$ cat src/rtl/uart_pkg.sv
`default_nettype none
// +----------------------------------------------------------------------+
// | uart_pkg: receiver/transmitter state encoding and parity modes        |
// | rev 1.0                                                               |
// +----------------------------------------------------------------------+
package uart_pkg;

  typedef enum logic [2:0] {
    ST_IDLE  = 3'd0,
    ST_START = 3'd1,
    ST_DATA  = 3'd2,
    ST_PAR   = 3'd3,
    ST_STOP  = 3'd4,
    ST_BREAK = 3'd5
  } uart_state_t;

  localparam int PAR_NONE = 0;
  localparam int PAR_ODD  = 1;
  localparam int PAR_EVEN = 2;

  // xor_all is the XOR of every data bit together with the received parity bit
  function automatic logic parity_bad(input logic xor_all, input int mode);
    case (mode)
      PAR_EVEN: parity_bad = xor_all;
      PAR_ODD:  parity_bad = ~xor_all;
      default:  parity_bad = 1'b0;
    endcase
  endfunction

endpackage
`default_nettype wire

$ cat src/rtl/uart_bit_timer.sv
`default_nettype none
// +----------------------------------------------------------------------+
// | uart_bit_timer: loadable bit-period down-counter, expires at zero    |
// | rev 1.0                                                               |
// +----------------------------------------------------------------------+
module uart_bit_timer #(
  parameter int CLK_PER_BIT = 16,
  localparam int CW = $clog2(CLK_PER_BIT)
) (
  input  logic          clk,
  input  logic          rst_n,
  input  logic          load,
  input  logic [CW-1:0] load_value,
  output logic          expire
);

  logic [CW-1:0] count;

  // Holds at zero once expired so an idle timer reads as expired
  always_ff @(posedge clk or negedge rst_n) begin
    if (!rst_n) begin
      count <= '0;
    end else if (load) begin
      count <= load_value;
    end else if (count != '0) begin
      count <= count - CW'(1);
    end
  end

  assign expire = (count == '0);

endmodule
`default_nettype wire

$ cat src/rtl/uart_rx_param.sv
`default_nettype none
// +----------------------------------------------------------------------+
// | uart_rx_param: mid-bit sampling UART receiver with valid/ready output |
// | rev 1.0                                                               |
// +----------------------------------------------------------------------+
module uart_rx_param
  import uart_pkg::*;
#(
  parameter int CLK_PER_BIT = 16,
  parameter int DATA_BITS   = 8,
  parameter int PARITY      = PAR_NONE,
  parameter int STOP_BITS   = 1
) (
  input  logic                 i_clk,
  input  logic                 i_rst,
  input  logic                 i_rx,
  output logic [DATA_BITS-1:0] o_data,
  output logic                 o_valid,
  input  logic                 i_ready,
  output logic                 o_frame_err,
  output logic                 o_parity_err,
  output logic                 o_overrun
);

  localparam int CW = $clog2(CLK_PER_BIT);
  localparam int IW = $clog2(DATA_BITS + 1);

  localparam logic [CW-1:0] HALF_LOAD  = CW'(CLK_PER_BIT / 2 - 1);
  localparam logic [CW-1:0] FULL_LOAD  = CW'(CLK_PER_BIT - 1);
  localparam logic [IW-1:0] LAST_DATA  = IW'(DATA_BITS - 1);
  localparam logic [IW-1:0] LAST_STOP  = IW'(STOP_BITS - 1);
  localparam bit            HAS_PARITY = (PARITY != PAR_NONE);

  logic                 rx_meta;
  logic                 rx_s;
  uart_state_t          state;
  uart_state_t          state_next;
  logic [IW-1:0]        bit_idx;
  logic [IW-1:0]        bit_idx_next;
  logic [DATA_BITS-1:0] shreg;
  logic [DATA_BITS-1:0] shreg_next;
  logic                 frame_err;
  logic                 frame_err_next;
  logic                 parity_err;
  logic                 parity_err_next;
  logic                 timer_load;
  logic [CW-1:0]        timer_value;
  logic                 expire;
  logic                 deliver;
  logic                 deliver_ferr;

  // Two-flop synchroniser; idle-high reset value avoids a false start
  always_ff @(posedge i_clk or negedge i_rst) begin
    if (!i_rst) begin
      rx_meta <= 1'b1;
      rx_s    <= 1'b1;
    end else begin
      rx_meta <= i_rx;
      rx_s    <= rx_meta;
    end
  end

  uart_bit_timer #(
    .CLK_PER_BIT (CLK_PER_BIT)
  ) u_bit_timer (
    .clk        (i_clk),
    .rst_n      (i_rst),
    .load       (timer_load),
    .load_value (timer_value),
    .expire     (expire)
  );

  always_ff @(posedge i_clk or negedge i_rst) begin
    if (!i_rst) begin
      state      <= ST_IDLE;
      bit_idx    <= '0;
      shreg      <= '0;
      frame_err  <= 1'b0;
      parity_err <= 1'b0;
    end else begin
      state      <= state_next;
      bit_idx    <= bit_idx_next;
      shreg      <= shreg_next;
      frame_err  <= frame_err_next;
      parity_err <= parity_err_next;
    end
  end

  always_comb begin
    state_next      = state;
    bit_idx_next    = bit_idx;
    shreg_next      = shreg;
    frame_err_next  = frame_err;
    parity_err_next = parity_err;
    timer_load      = 1'b0;
    timer_value     = FULL_LOAD;
    deliver         = 1'b0;
    deliver_ferr    = frame_err;

    case (state)
      ST_IDLE: begin
        if (!rx_s) begin
          state_next      = ST_START;
          timer_load      = 1'b1;
          timer_value     = HALF_LOAD;
          frame_err_next  = 1'b0;
          parity_err_next = 1'b0;
        end
      end

      ST_START: begin
        if (expire) begin
          if (rx_s) begin
            state_next = ST_IDLE;
          end else begin
            state_next   = ST_DATA;
            timer_load   = 1'b1;
            bit_idx_next = '0;
          end
        end
      end

      ST_DATA: begin
        if (expire) begin
          shreg_next = {rx_s, shreg[DATA_BITS-1:1]};
          timer_load = 1'b1;
          if (bit_idx == LAST_DATA) begin
            bit_idx_next = '0;
            state_next   = HAS_PARITY ? ST_PAR : ST_STOP;
          end else begin
            bit_idx_next = bit_idx + IW'(1);
          end
        end
      end

      ST_PAR: begin
        if (expire) begin
          parity_err_next = parity_bad((^shreg) ^ rx_s, PARITY);
          timer_load      = 1'b1;
          state_next      = ST_STOP;
        end
      end

      ST_STOP: begin
        if (expire) begin
          deliver_ferr   = frame_err | ~rx_s;
          frame_err_next = deliver_ferr;
          // Leave at mid stop bit so a back-to-back start edge is not missed
          if (bit_idx == LAST_STOP) begin
            deliver      = 1'b1;
            bit_idx_next = '0;
            state_next   = deliver_ferr ? ST_BREAK : ST_IDLE;
          end else begin
            bit_idx_next = bit_idx + IW'(1);
            timer_load   = 1'b1;
          end
        end
      end

      ST_BREAK: begin
        if (rx_s) begin
          state_next = ST_IDLE;
        end
      end

      default: begin
        state_next = ST_IDLE;
      end
    endcase
  end

  // Holding register: a frame arriving while the word is unconsumed is dropped
  always_ff @(posedge i_clk or negedge i_rst) begin
    if (!i_rst) begin
      o_data       <= '0;
      o_valid      <= 1'b0;
      o_frame_err  <= 1'b0;
      o_parity_err <= 1'b0;
      o_overrun    <= 1'b0;
    end else begin
      o_overrun <= 1'b0;
      if (deliver) begin
        if (!o_valid || i_ready) begin
          o_data       <= shreg;
          o_frame_err  <= deliver_ferr;
          o_parity_err <= parity_err;
          o_valid      <= 1'b1;
        end else begin
          o_overrun <= 1'b1;
        end
      end else if (o_valid && i_ready) begin
        o_valid <= 1'b0;
      end
    end
  end

endmodule
`default_nettype wire
$ cat config.mk
export PLATFORM = sky130hd
export DESIGN_NAME = uart_rx_param
export DESIGN_NICKNAME = d
export VERILOG_FILES = /design/src/rtl/uart_pkg.sv /design/src/rtl/uart_bit_timer.sv /design/src/rtl/uart_rx_param.sv
export SDC_FILE = /design/constraint.sdc
export NUM_CORES = 1
export LEC_CHECK = 0
export ABC_CLOCK_PERIOD_IN_PS = 2100
export CORE_UTILIZATION = 58
export CTS_BUF_LIST = sky130_fd_sc_hd__clkbuf_8
export CTS_CLUSTER_SIZE = 8
export DETAILED_ROUTE_END_ITERATION = 16
export PLACE_DENSITY = 0.81
export REMOVE_ABC_BUFFERS = 1
export SETUP_SLACK_MARGIN = 0.4
export SYNTH_ARGS = -nofsm -noshare
export SYNTH_HDL_FRONTEND = slang
export SYNTH_SLANG_ARGS = --single-unit
export TNS_END_PERCENT = 20
$ cat constraint.sdc
create_clock -name i_clk -period 2.1 [get_ports i_clk]
set_clock_uncertainty 0.1 [all_clocks]
set_input_delay 0.315 -clock i_clk [delete_from_list [all_inputs] [get_ports i_clk]]
set_output_delay 0.315 -clock i_clk [all_outputs]
set_load 0.03 [all_outputs]
# ---- Word-level counts from Yosys, hierarchy flattened
# Cells that the tools add are included.
dict set report totals {
  ff_bits 35
  input_bits 4
  out_inout_bits 12
  wordCells 95
}
dict set report op_classes {
  add_sub_neg 2
  n_eq_ne 16
  muxes 42
  n_bitwise 2
  reduce_logical 20
}
# op count
set op_table {}
lappend op_table {{$mux 4} 10}
lappend op_table {{$mux 3} 9}
lappend op_table {{$ne 2x2->1 const B} 9}
lappend op_table {{$pmux 3 s6} 1}
lappend op_table {{$mux 1} 17}
lappend op_table {{$pmux 4 s3} 1}
lappend op_table {{$logic_not 4->1} 2}
lappend op_table {{$reduce_and 2->1} 4}
lappend op_table {{$reduce_and 8->1} 1}
lappend op_table {{$reduce_bool 2->1} 4}
lappend op_table {{$eq 3x2->1 const B} 2}
lappend op_table {{$eq 3x3->1 const B} 2}
lappend op_table {{$reduce_and 5->1} 1}
lappend op_table {{$add 4x1->4 const B} 1}
lappend op_table {{$eq 4x3->1 const B} 1}
lappend op_table {{$pmux 1 s2} 2}
lappend op_table {{$pmux 1 s4} 1}
lappend op_table {{$reduce_bool 4->1} 1}
lappend op_table {{$sub 4x1->4 const B} 1}
lappend op_table {{$eq 3x1->1 const B} 1}
lappend op_table {{$logic_not 3->1} 1}
lappend op_table {{$reduce_and 3->1} 1}
lappend op_table {{$reduce_bool 3->1} 1}
lappend op_table {{$mux 2} 1}
lappend op_table {{7 further kinds} 7}

# ---- Logic depth before layout (Yosys ltp)
dict set report logic_depth {
  depth_word 6
  mapped_depth 7
}

# ---- Hierarchy
# A second synthesis with hierarchy kept.
dict set report hier_totals {
  cells_unflattened 132
  area_unflattened_um2 1650.3
}
# module n_inst cells_per_inst area_per_inst_um2 seq_area_each_um2
set modules_own_cells {}
lappend modules_own_cells {uart_rx_param 1 110 1416.4 728.2}
lappend modules_own_cells {uart_bit_timer 1 22 234.0 100.1}

# ---- Worst setup path after synthesis
# Ideal clock, no wire load.
dict set report synth_timing {
  path_type {register to register}
  from {register u_bit_timer.count[0]}
  to {register u_bit_timer.count[3]}
  setup_time_ps 77
  arrival_ps 1558
  slack_ps 364
  path_stages_with_launch 8
  path_buffers 1
  synth_period_minus_slack_ps 1736
  path_cell_list {dfrtp_1 -> inv_1 -> ha_1 -> or3b_1 -> buf_2 -> a221oi_2 -> a31oi_1 -> a21oi_1}
}
dict set report synth_between {
  elab_chain_cells 4
  word_cells_on_any_way 10
  cone_classes {add/sub: 1; mux: 6; reduce/logical: 3}
}
# element line
set synth_rtl {}
lappend synth_rtl {{from (decl)} uart_bit_timer.sv:17} ;# logic [CW-1:0] count;
lappend synth_rtl {{from (signal assigned)} uart_bit_timer.sv:24} ;# count <= load_value;
lappend synth_rtl {{from (signal assigned)} uart_bit_timer.sv:26} ;# count <= count - CW'(1);
lappend synth_rtl {{parallel branches: the longest is 4 deep, another holds $sub 4x1->4} -}
# Parallel ways; which one is timed is not known. The select of a mux whose other input is x is not followed.
# A chain may end at the register's enable or synchronous reset.

# ---- Worst setup path in the final report
# Same ends and word-level chain as after synthesis.

==> impl_metrics.csv <==
group,metric,value,unit
outcome,status,"finished, final reports clean",
worst_setup_path,rrSetupSlack,0.26,ns
hold_path,min_path_cells,0,
yosys,syn-cell-area,1580,um^2
worst_setup_path,crit_path_start_kind,"register",
yosys,synth_cells,135,
cells_and_area,multi_input_area,871,um^2
yosys,ys_top_cells_by_area,"dfrtp_1, mux2_2, mux2_1",
power,leakagePower,1.01,nW
timing,hold_viol_final,0,
cells_and_area,n_fill_cell,120,
yosys,synth_top_family_by_area,"simple AND/OR/NAND/NOR gates",
timing,whs,0.256,ns
cells_and_area,finish.net_count,179,
hold_path,hp-class,"reg -> reg",
timing,max_freq,542,MHz
yosys,yosysSeqAreaShare,0.524,
floorplanning,num_rows,18,
yosys,yosysWarnings,0,
floorplanning,die_h,54.2,um
job,maxCapViolCount,0,
detailed_routing,drt_wl_total,4.57,mm
timing,period_needed,1.84,ns
detailed_routing,antenna_left,0,
timing,setup_tns,0,ns
cells_and_area,final_util,0.870,
worst_setup_path,crit_path_max_fanout,5,
yosys,async_flop_share,1.00,
cts,htree_levels,2,
timing,setup_viol,0,
yosys,ys_ff_latch,33,
yosys,synth-main-ff-cell,"dfrtp_1",
global_routing,grt_pass1_vias,1227,
worst_setup_path,worstSetupPathType,"reg -> reg",
yosys,synth.distinct_cells,39,
yosys,yosys-top-cells-count,"dfrtp_1, mux2_2, nand2_1",
timing,slew_viol_final,0,
global_routing,grt_max_degree,34,
cts,cts_tree,"done",
global_routing,grt_pass1_wl,5.99,mm
floorplanning,boundaryPins,16,
global_routing,antenna_found_initial,0,
detailed_routing,vias,1302,
detailed_routing,viasPerCell,6.45,
worst_setup_path,arrival,1.97,ns
floorplanning,die_w,54.2,um
cts,clockBufferDepth,2,
yosys,synth-edff-count,0,
place,routabilityCongestion,0.848,
yosys,synth_compound_area_frac,0.119,
floorplanning,start_util,0.627,
timing,period_share,0.878,
detailed_routing,drtIter0Drc,50,
detailed_routing,drt-pass1-iter-count,4,
yosys,avgSynthCellArea,11.7,um^2
worst_setup_path,cp_data_required_time,2.22,ns
cells_and_area,area_delta_synth_final,38.7,%
power,p_per_area,1030,nW/um^2
global_routing,grt_remaining_overflow,0,
timing,rsz0062_at_grt,"true",
cells_and_area,n_antenna_cell,0,
yosys,synthAdderAreaFrac,0.0316,
yosys,synth-simple-area-share,0.167,
worst_setup_path,cp-end-kind,"register",
cts,clk-insertion-delay-late,0.30,ns
yosys,synth_most_common_cell,"dfrtp_1",
power,irDropWorstVdd,1.21,mV
detailed_routing,drc,0,
cts,cts-root-buf,"clkbuf_8",
cells_and_area,regArea,832,um^2
yosys,synth_top_area_frac,0.491,
floorplanning,coreArea,2520,um^2
cells_and_area,layout-drive-gt1-share,0.413,
yosys,yosys.area.top_type,"dfrtp_1",
yosys,synth.area.mux_share,0.114,
place,placed_cells,176,
worst_setup_path,r2r_cells,6,
cts,cts_inserted_buffers,5,
place,dpl.hpwl,1.96,mm
floorplanning,dieArea,2940,um^2
cts,cts.clk_slew.worst_paths,0.07,ns
detailed_routing,wl_per_cell,22.6,um
cts,cts_sinks,33,
yosys,synth_xor_xnor_area_share,0.00554,
global_routing,grt_use_total,0.307,
place,port_buffers,14,
cells_and_area,instances_no_fill,202,
[layout by cell type, fill, tap and decap left out, drive strengths merged, types with 3 or more instances in the layout]
cell           instances
nor2                   6
o21ai                  8
inv                    7
buf                   20
a21oi                  6
clkdlybuf4s50         13
nand2b                 3
nor3                   3
clkbuf                 7
dfrtp                 31
or3b                   4
nand3                  3
ha                     4
mux2                  16
nand2                  9
nor3b                  5
[metal layers]
metal | GRT usage | wire length (um) | vias up
met2 | 0.463 | 2210 | 65
met5 | 0 | 0 | -
met3 | 0.100 | 281 | 25
met1 | 0.367 | 1820 | 659
met4 | 0.218 | 247 | 0
li1 | - | - | 553
[state kept, by name, indices dropped and copies added (netlist names)]
| register | count |
|---|---|
| o_data | 8 |
| o_frame_err | 1 |
| shreg | 8 |
| rx_s | 1 |
| o_overrun | 1 |
| state | 3 |
| u_bit_timer.count | 4 |
| bit_idx | 4 |
| frame_err | 1 |
| o_valid | 1 |
| rx_meta | 1 |
[critical path: stages, from the launching register on]
cell	delay, ns
dfrtp_1	0.40
inv_2	0.10
ha_4	0.15
or3b_4	0.43
a221oi_4	0.35
a31oi_4	0.08
a21oi_2	0.15
[cells by family after synthesis]
kind of cell / after synthesis
adders and majority gates: 4
and+or+nand+nor: 39
xor gates and xnor gates: 1
buffers and inverters: 13
DFF: 33
AOI/OAI and AO/OA: 28
muxes: 16
other: 1
[metrics by stage]
step	total power, mW	instance area [um^2]	setup WS, ns
6_report	2.26	2190	0.256
5_1_grt	2.34	2190	0.204
4_1_cts	2.07	2090	0.351
3_5_place_dp	1.24	1750	0.168
3_3_place_gp	1.21	1750	0.250
2_1_floorplan	1.11	1550	0.0240
[layout make-up]
class / instances / share of cell area
multi-input combinational: 90 / 0.397
sequential: 33 / 0.379
timing repair buffer: 35 / 0.143
clock buffer: 6 / 0.0376
tap: 30 / 0.0171
clock inverter: 2 / 0.0154
inverter: 6 / 0.0103
[power breakdown]
group	total [mW]	switching, mW	internal [mW]
Combinational	0.768	0.395	0.373
Sequential	0.869	0.145	0.725
Clock	0.623	0.241	0.382
[final timing paths]
kind	endpoint	startpoint
max	u_bit_timer.count[3]	u_bit_timer.count[0]
min	rx_s	rx_meta
max reg2reg	u_bit_timer.count[3]	u_bit_timer.count[0]
min reg2reg	rx_s	rx_meta
max in group asynchronous	rx_meta	i_rst
min in group asynchronous	o_data[4]	i_rst
[what timing repair did]
item                                    CTS  global route
hold buffers                              0             0
gates resized for setup                  25            11
pin swaps                                 6             5
hold endpoints to repair                  0             0
buffers inserted                         12             5
endpoints found under the setup margin   37            37
gates cloned                              1             0
Note: power is estimated with default switching activity, not from simulation.
